==> src/rtl/mem_pkg.sv <==
// Shared types for the DRAM read-channel arbiter: line address, source tag and extended ID.
package mem_pkg;
   localparam int XID_BITS_DEF = 2;
   localparam int MAX_OUT_DEF  = 4;

   typedef logic [26:4] mem_addr_t;
   typedef enum logic {SRC_IC = 1'b0, SRC_DC = 1'b1} mem_src_e;
   typedef logic [XID_BITS_DEF:0] mem_xid_t;
endpackage

==> src/rtl/rr_arb2.sv <==
// Two-way round-robin arbiter; combinational one-hot grant, last-grant state updates on adv.
// No backpressure of its own: the caller masks req when it cannot accept a grant.
module rr_arb2 (
   input  logic       clk,
   input  logic       rst_n,
   input  logic [1:0] req,
   input  logic       adv,
   output logic [1:0] gnt
);
   logic last_dc;

   always_comb begin
      gnt = req;
      if (&req) gnt = last_dc ? 2'b01 : 2'b10;
   end

   // Resetting to "dc granted last" lets ic win the first tie.
   always_ff @(posedge clk) begin
      if (!rst_n)               last_dc <= 1'b1;
      else if (adv && (|gnt))   last_dc <= gnt[1];
   end
endmodule

==> src/rtl/mem_rd_arb.sv <==
// Shares one DRAM read channel between ic and dc; request is registered (1 cycle), responses route with 0 latency.
// Holds mem_* stable while mem_ready=0; per-source outstanding caps withhold x_ready.
module mem_rd_arb
   import mem_pkg::*;
#(
   parameter int XID_BITS = XID_BITS_DEF,
   parameter int MAX_OUT  = MAX_OUT_DEF
) (
   input  logic                clk,
   input  logic                rst_n,
   input  mem_addr_t           ic_addr,
   input  logic [XID_BITS-1:0] ic_xid,
   input  logic                ic_re,
   output logic                ic_ready,
   output logic                ic_valid,
   output logic [XID_BITS-1:0] ic_rxid,
   input  mem_addr_t           dc_addr,
   input  logic [XID_BITS-1:0] dc_xid,
   input  logic                dc_re,
   output logic                dc_ready,
   output logic                dc_valid,
   output logic [XID_BITS-1:0] dc_rxid,
   output logic [127:0]        rsp_data,
   output mem_addr_t           mem_addr,
   output logic [XID_BITS:0]   mem_xid,
   output logic                mem_re,
   input  logic                mem_ready,
   input  logic                mem_valid,
   input  logic [XID_BITS:0]   mem_rxid,
   input  logic [127:0]        mem_data,
   output logic                err
);
   localparam int CNT_W = $clog2(MAX_OUT + 1);
   localparam logic [CNT_W-1:0] MAX_CNT = CNT_W'(MAX_OUT);

   logic [CNT_W-1:0] cnt_ic, cnt_dc;
   logic [1:0]       req, gnt;
   logic             slot_free, ic_elig, dc_elig, ic_rsp, dc_rsp;

   assign slot_free = !mem_re || mem_ready;
   assign ic_elig   = ic_re && (cnt_ic < MAX_CNT);
   assign dc_elig   = dc_re && (cnt_dc < MAX_CNT);
   assign req       = {dc_elig, ic_elig} & {2{slot_free && rst_n}};

   rr_arb2 u_rr (
      .clk   (clk),
      .rst_n (rst_n),
      .req   (req),
      .adv   (slot_free),
      .gnt   (gnt)
   );

   assign ic_ready = gnt[0];
   assign dc_ready = gnt[1];

   assign ic_rsp   = mem_valid && (mem_rxid[XID_BITS] == SRC_IC);
   assign dc_rsp   = mem_valid && (mem_rxid[XID_BITS] == SRC_DC);
   assign ic_valid = ic_rsp;
   assign dc_valid = dc_rsp;
   assign ic_rxid  = mem_rxid[XID_BITS-1:0];
   assign dc_rxid  = mem_rxid[XID_BITS-1:0];
   assign rsp_data = mem_data;

   always_ff @(posedge clk) begin
      if (!rst_n) begin
         mem_re   <= 1'b0;
         mem_addr <= '0;
         mem_xid  <= '0;
         cnt_ic   <= '0;
         cnt_dc   <= '0;
         err      <= 1'b0;
      end else begin
         if (slot_free) begin
            mem_re <= |gnt;
            if (gnt[0]) begin
               mem_addr <= ic_addr;
               mem_xid  <= {SRC_IC, ic_xid};
            end else if (gnt[1]) begin
               mem_addr <= dc_addr;
               mem_xid  <= {SRC_DC, dc_xid};
            end
         end
         // A grant and a response for the same source cancel out.
         if (gnt[0] && !ic_rsp) cnt_ic <= cnt_ic + CNT_W'(1);
         else if (ic_rsp && !gnt[0]) begin
            if (cnt_ic == '0) err <= 1'b1;
            else              cnt_ic <= cnt_ic - CNT_W'(1);
         end
         if (gnt[1] && !dc_rsp) cnt_dc <= cnt_dc + CNT_W'(1);
         else if (dc_rsp && !gnt[1]) begin
            if (cnt_dc == '0) err <= 1'b1;
            else              cnt_dc <= cnt_dc - CNT_W'(1);
         end
      end
   end
endmodule

==> config.mk <==
export PLATFORM = sky130hd
export DESIGN_NAME = mem_rd_arb
export DESIGN_NICKNAME = d
export VERILOG_FILES = /design/src/rtl/mem_pkg.sv /design/src/rtl/rr_arb2.sv /design/src/rtl/mem_rd_arb.sv
export SDC_FILE = /design/constraint.sdc
export NUM_CORES = 1
export LEC_CHECK = 0
export BUFFER_PORTS_ARGS = -buffer_cell sky130_fd_sc_hd__buf_4
export CORE_AREA = 5 5 132 134
export DETAILED_ROUTE_END_ITERATION = 16
export DIE_AREA = 0 0 137 139
export PLACE_DENSITY = 0.51
export SLEW_MARGIN = 20
export SYNTH_ARGS = -nofsm -noshare
export SYNTH_HDL_FRONTEND = slang
export SYNTH_SLANG_ARGS = --single-unit
==> constraint.sdc <==
create_clock -name clk -period 2.25 [get_ports clk]
set_clock_uncertainty 0.05 [all_clocks]
set_input_delay 0.1125 -clock clk [delete_from_list [all_inputs] [get_ports clk]]
set_output_delay 0.1125 -clock clk [all_outputs]
set_load 0.1 [all_outputs]
==> results.yml, run 1 <==
synthesis:
  synth_compound_area_share_pct: 19.07
  yosysSeqAreaShare_pct: 25.91
  synthCells: 334
  synth_edf_count: 0
  ys_top_cells_by_count: "buf_4, a21oi_1, dfxtp_1"
  synth-seq-cells: 35
  syn_area_um2: 2704
  synth_ff_type: "dfxtp_1"
  synth_top_cell_by_area: "buf_4"
  yosysUniqueCellTypes: 32
  synth_area_leaders: "buf_4, dfxtp_1, a21oi_1"
  ys_warn_count: 0
  synth_top_family_by_area: "buffers and inverters"
  syn_nets: 527
  synthArstFlopShare_pct: 0
  yosysMostFrequentCell: "buf_4"
  synth.avg_cell_area_um2: 8.095
  synthSimpleGateAreaFrac_pct: 9.162
  synthMuxAreaShare_pct: 0
  synthAdderAreaFrac_pct: 3.332
  synthXorXnorAreaFrac_pct: 0.6478
  synth_top_area_share_pct: 36.65
sta:
  period_share_pct: 98.30
  slew_headroom_pct: 46.40
  setup_viol: 0
  finalMaxSlewViolations: 0
  rsz0062_at_grt: "yes"
  final_hold_viol_count: 0
  setup_tns_ns: 0
  timing.hold.ws_ns: 0.02926
  fmax_ghz: 0.4521
  final.setup.worst_slack_ns: 0.03827
  max_slew.worst_pin.slew_ns: 0.8040
  fin_crit_ns: 2.212
grt:
  grt_max_degree: 29
  grt_overflow: 0
  antenna_found_initial: 0
  grt_use_total_pct: 7.581
  grt_pass1_vias: 2100
  grt_pass1_wl_um: 11210
place:
  portBuffers: 88
  dp_slack_ns: 0.005655
  gp_congestion: 0.6701
  post-place-cells: 506
  place_hpwl_um: 5806
pwr:
  leakagePower_uw: 0.001239
  pwr_density_cell_nw_per_um2: 821.0
  irDropWorstVdd_uv: 277.3
cells_and_area:
  area_growth_syn_to_layout_pct: 4.720
  drive_above_1_share_pct: 43.81
  final_cells: 519
  diodes: 0
  nNetsFinal: 491
detailed_routing:
  drtIter0Drc: 33
  viasPerCell: 3.798
  ant_nets: 0
  route.detailed.drc: 0
  drt_pass1_iterations: 4
  routed_wl_um: 7645
  vias: 1971
  wl_per_cell_um: 14.73
cts:
  cts_sinks: 35
  clkTransAtPathRegs_ns: 0.06
  clock_path_buffers: 2
  htree_levels: 2
  hold_buffers: 0
  cts-root-buf: "clkbuf_16"
  cts_made_buffers: 5
  cts_resized: 0
  worstSkewPairLatency_ns: 0.28
  tritoncts: "done"
setup_path:
  critPathKind: "reg2reg"
  regToRegSetupSlack_ns: 0.04
  crit_fanout: 3
  cp-end-kind: "register"
  start_kind: "register"
  cp.required_ns: 2.41
  crit_arrival_ns: 2.37
floorplan:
  row_count: 47
  core-area_um2: 16170
  io_pins: 351
  die-area_um2: 19040
  die_h_um: 139
  start_util_pct: 16.72
  die_w_um: 137
job:
  max-cap-violations: 0
run_status:
  status: "finished clean"
hold_path:
  hold_path_class: "in2reg"
[final cells by class]
cell class / instances / area, µm²
fillers: 1825 / 13340
inverters: 6 / 38.79
clock inverters: 1 / 5.005
multi-input cells: 148 / 908.4
clock buffers: 7 / 132.6
flip-flops and latches: 35 / 705.7
repair buffers: 102 / 765.7
well taps: 220 / 275.3
[kinds of logic (layout without fill, tap and decap cells)]
kind of cell / count (synthesis) / after routing
compound gates: 88 / 88
xor+xnor: 2 / 2
fa+ha+maj: 6 / 6
buf+inv: 151 / 116
flops: 35 / 35
simple gates: 52 / 52
[worst max-delay path, stage by stage (launching register included)]
cell        delay [ns]
dfxtp_2           0.32
and2b_2           0.22
nand2_1           0.07
nand4_1           0.16
clkinvlp_4        0.14
ha_4              0.13
inv_2             0.03
fa_2              0.33
xor2_1            0.15
or4_1             0.39
a21boi_1          0.14
[registers in the layout, summed over array words and instances (netlist names)]
signal	cells
cnt_dc	3
cnt_ic	3
err	1
mem_addr	23
mem_re	1
mem_xid	3
u_rr.last_dc	1
[placed cells by master, fill, tap and decap left out, drive strengths merged, types with 2 or more instances in the layout]
cell,count
a21boi,5
fa,2
nor3,2
inv,5
or4,2
nor4,2
nand2b,2
nor2,3
xor2,2
and2b,2
clkbuf,7
nand2,32
o21ai,28
nor2b,3
dfxtp,35
buf,102
a21oi,52
ha,4
[worst paths after layout]
path,from,endpoint,depth (start not counted)
worst max-delay path,cnt_ic[2],cnt_dc[2],10
worst min-delay path,dc_addr[4],mem_addr[4],3
worst max register to register,cnt_ic[2],cnt_dc[2],10
worst min register to register,u_rr.last_dc,u_rr.last_dc,2
[power breakdown]
group | switching [µW] | internal (µW)
clock | 263 | 409
sequential | 42.3 | 688
combinational | 652 | 270
[metrics by stage]
step / utilization, % / power [µW] / area (µm²)
finish: 17.51 / 2325 / 2831
global route: 17.51 / 2455 / 2831
CTS: 17.37 / 2374 / 2809
detailed placement: 16.43 / 1666 / 2656
global placement: 16.43 / 1652 / 2656
floorplan: - / 2525 / 2775
[timing repair]
action / 4_1_cts / 5_1_grt
setup endpoints to repair: 1 / 1
setup buffers: 2 / 3
pin swaps: 1 / 1
[routing by layer]
layer	share of wire, %	GRT usage [%]
met3	12	3.266
met5	0	0
met1	33	7.219
met2	47	12.34
met4	7.7	6.513
(Power assumes the default switching activity.)
==> inputs of run 2 (changes only) <==
--- a/config.mk
+++ b/config.mk
@@ -5,11 +5,12 @@
 export SDC_FILE = /design/constraint.sdc
 export NUM_CORES = 1
 export LEC_CHECK = 0
+export ABC_AREA = 1
 export BUFFER_PORTS_ARGS = -buffer_cell sky130_fd_sc_hd__buf_4
-export CORE_AREA = 5 5 132 134
+export CORE_AREA = 5 5 133 135
 export DETAILED_ROUTE_END_ITERATION = 16
-export DIE_AREA = 0 0 137 139
-export PLACE_DENSITY = 0.51
+export DIE_AREA = 0 0 138 140
+export PLACE_DENSITY = 0.52
 export SLEW_MARGIN = 20
 export SYNTH_ARGS = -nofsm -noshare
 export SYNTH_HDL_FRONTEND = slang
==> run 2 against run 1 <==
  * Via count grew 20%
  * Clock-buffer cell count shrank 1
  * Synthesized cell count grew 29%
  * Sequential power grew 3.3%
  * Worst setup slack gained 0.25 ns
  * Sequential cell count is the same
  * Area after synthesis grew 10%
  * Critical path depth is the same
  * Clock power grew 27%
  * Core utilization grew 1.7 points
  * Fmax grew 13%
  * Final cell count grew 17%
  * Critical endpoint unchanged
  * Largest power group unchanged
  * Highest routed layer unchanged
==> results.yml, run 2 <==
synthesis:
  synth_ff_type: "dfxtp_1"
  yosysUniqueCellTypes: 23
  synth_area_leaders: "buf_4, dfxtp_1, inv_1"
  synthCells: 431
  ys_top_cells_by_count: "buf_4, inv_1, nand2_1"
  syn_area_um2: 2985
  yosysMostFrequentCell: "buf_4"
  synth.avg_cell_area_um2: 6.927
  synthArstFlopShare_pct: 0
  synth-seq-cells: 35
  ys_warn_count: 0
  syn_nets: 624
  synth_top_cell_by_area: "buf_4"
  synth_top_area_share_pct: 33.19
  yosysSeqAreaShare_pct: 23.47
  synth_edf_count: 0
setup_path:
  crit_family: "simple AND/OR/NAND/NOR gates"
  crit_fanout: 3
  start_kind: "register"
  cp.required_ns: 2.39
  critPathLaunch: "cnt_dc[2]"
  critPathSlowestCell: "fa_2"
  r2r_start: "cnt_dc[2]"
  crit_path_frequent_cell: "nor2_1"
  worst-path-buf-inv: 1
  slowest_delay_ns: 0.33
  cp-end-kind: "register"
  path_cells: "nor2_1, nand2_2, a21oi_4, ha_4, inv_2, fa_2, xnor2_1, nand3_1, nor2_1, nor2_1"
  crit_arrival_ns: 2.10
  critPathKind: "reg2reg"
cts:
  tritoncts: "done"
  clock_path_buffers: 2
  postCtsSetupBuffers: 0
  clkTransAtPathRegs_ns: 0.06
  cts_resized: 0
  cts-root-buf: "clkbuf_16"
  hold_buffers: 0
  worstSkewPairLatency_ns: 0.29
  cts_sinks: 35
  cts_made_buffers: 5
  htree_levels: 2
hold_path:
  hp-start: "rst_n"
  hold_path_class: "in2reg"
sta:
  period_share_pct: 87.12
  slew_headroom_pct: 68.52
  setup_tns_ns: 0
  finalMaxSlewViolations: 0
  max_slew.worst_pin.slew_ns: 0.4717
  rsz0062_at_grt: "no"
  final_hold_viol_count: 0
  fin_crit_ns: 1.960
  setup_viol: 0
  fmax_ghz: 0.5102
floorplan:
  io_pins: 351
  die_h_um: 140
  start_util_pct: 18.26
  die-area_um2: 19320
  core-area_um2: 16350
  die_w_um: 138
  row_count: 47
cells_and_area:
  drive_above_1_share_pct: 31.44
  layout_commonest_cell: "buf_4"
  area_growth_syn_to_layout_pct: 5.407
  largest-register: "mem_addr"
  diodes: 0
  largest_reg_flops: 23
  nNetsFinal: 580
  final_core_util_pct: 19.25
  layout_common_cells: "buf_4, inv_1, nand2_1"
detailed_routing:
  routed_wl_um: 9713
  ant_nets: 0
  route.detailed.drc: 0
  wl_per_cell_um: 15.98
  drt_pass1_iterations: 4
  vias: 2363
  drtIter0Drc: 74
  viasPerCell: 3.887
run_status:
  status: "finished clean"
job:
  max-cap-violations: 0
grt:
  antenna_found_initial: 0
  grt_pass1_vias: 2362
  grt_overflow: 0
  grt_max_degree: 30
  grt_use_total_pct: 9.837
  grt_pass1_wl_um: 14270
pwr:
  irDropWorstVdd_uv: 314.1
  leakagePower_uw: 0.001560
  pwr_density_cell_nw_per_um2: 866.9
place:
  portBuffers: 88
  gp_congestion: 0.7325
  place_hpwl_um: 7033
## run 2: cell types whose count changed after synthesis, moves of 11 or more
cell and delta:
a21oi_1 -11, inv_1 +63, nand2_1 +31, nand3_1 +32, nand4_1 +26, o21ai_0 -26
## run 2: kinds of logic (layout without fill, tap and decap cells)
group                      count (synthesis)  count (layout)  synth area share [%]
xor gates and xnor gates                   2               2                0.5869
DFF                                       35              35                 23.47
adders and majority gates                  6               6                 3.018
AOI/OAI and AO/OA                         35              35                 6.622
buffers and inverters                    217             174                 44.68
and+or+nand+nor                          136             136                 21.63
## run 2: per-layer routing
layer | global-route usage, % | wire [µm] | share of wire [%]
met5 | 0 | 0 | 0
met2 | 14.75 | 4287 | 44
met3 | 5.521 | 1123 | 12
met1 | 10.06 | 3637 | 37
met4 | 7.956 | 665 | 6.8
## run 2: layout make-up
| cell class | instances | area [µm²] |
|---|---|---|
| clock buffers | 6 | 138.9 |
| flip-flops and latches | 35 | 704.4 |
| well taps | 220 | 275.3 |
| fillers | 1890 | 13200 |
| inverters | 70 | 267.8 |
| multi-input cells | 179 | 1005 |
| repair buffers | 96 | 720.7 |
| clock inverters | 2 | 35.03 |
## run 2: power breakdown
part	internal (µW)	switching [µW]
combinational	303	815
sequential	701	52.8
clock	552	304
## run 2: metrics by stage
stage | setup WS (ns) | hold WS [ns] | total power [µW] | std cells | cell area, µm²
2_1_floorplan | -0.3417 | 0.1487 | 2698 | 431 | 3048
3_3_place_gp | 0.3278 | 0.1757 | 1895 | 600 | 2973
3_5_place_dp | 0.2947 | 0.1757 | 1897 | 600 | 2973
4_1_cts | 0.2816 | 0.01346 | 2803 | 608 | 3147
5_1_grt | 0.1332 | 0.02466 | 2907 | 608 | 3147
6_report | 0.2899 | 0.02510 | 2728 | 608 | 3147
## run 2: worst paths after layout
kind / to / slack [ns] / depth (start not counted)
min: u_rr.last_dc / 0.03 / 2
max reg2reg: cnt_dc[2] / 0.29 / 10
min reg2reg: mem_re / 0.46 / 2
max: cnt_dc[2] / 0.29 / 10
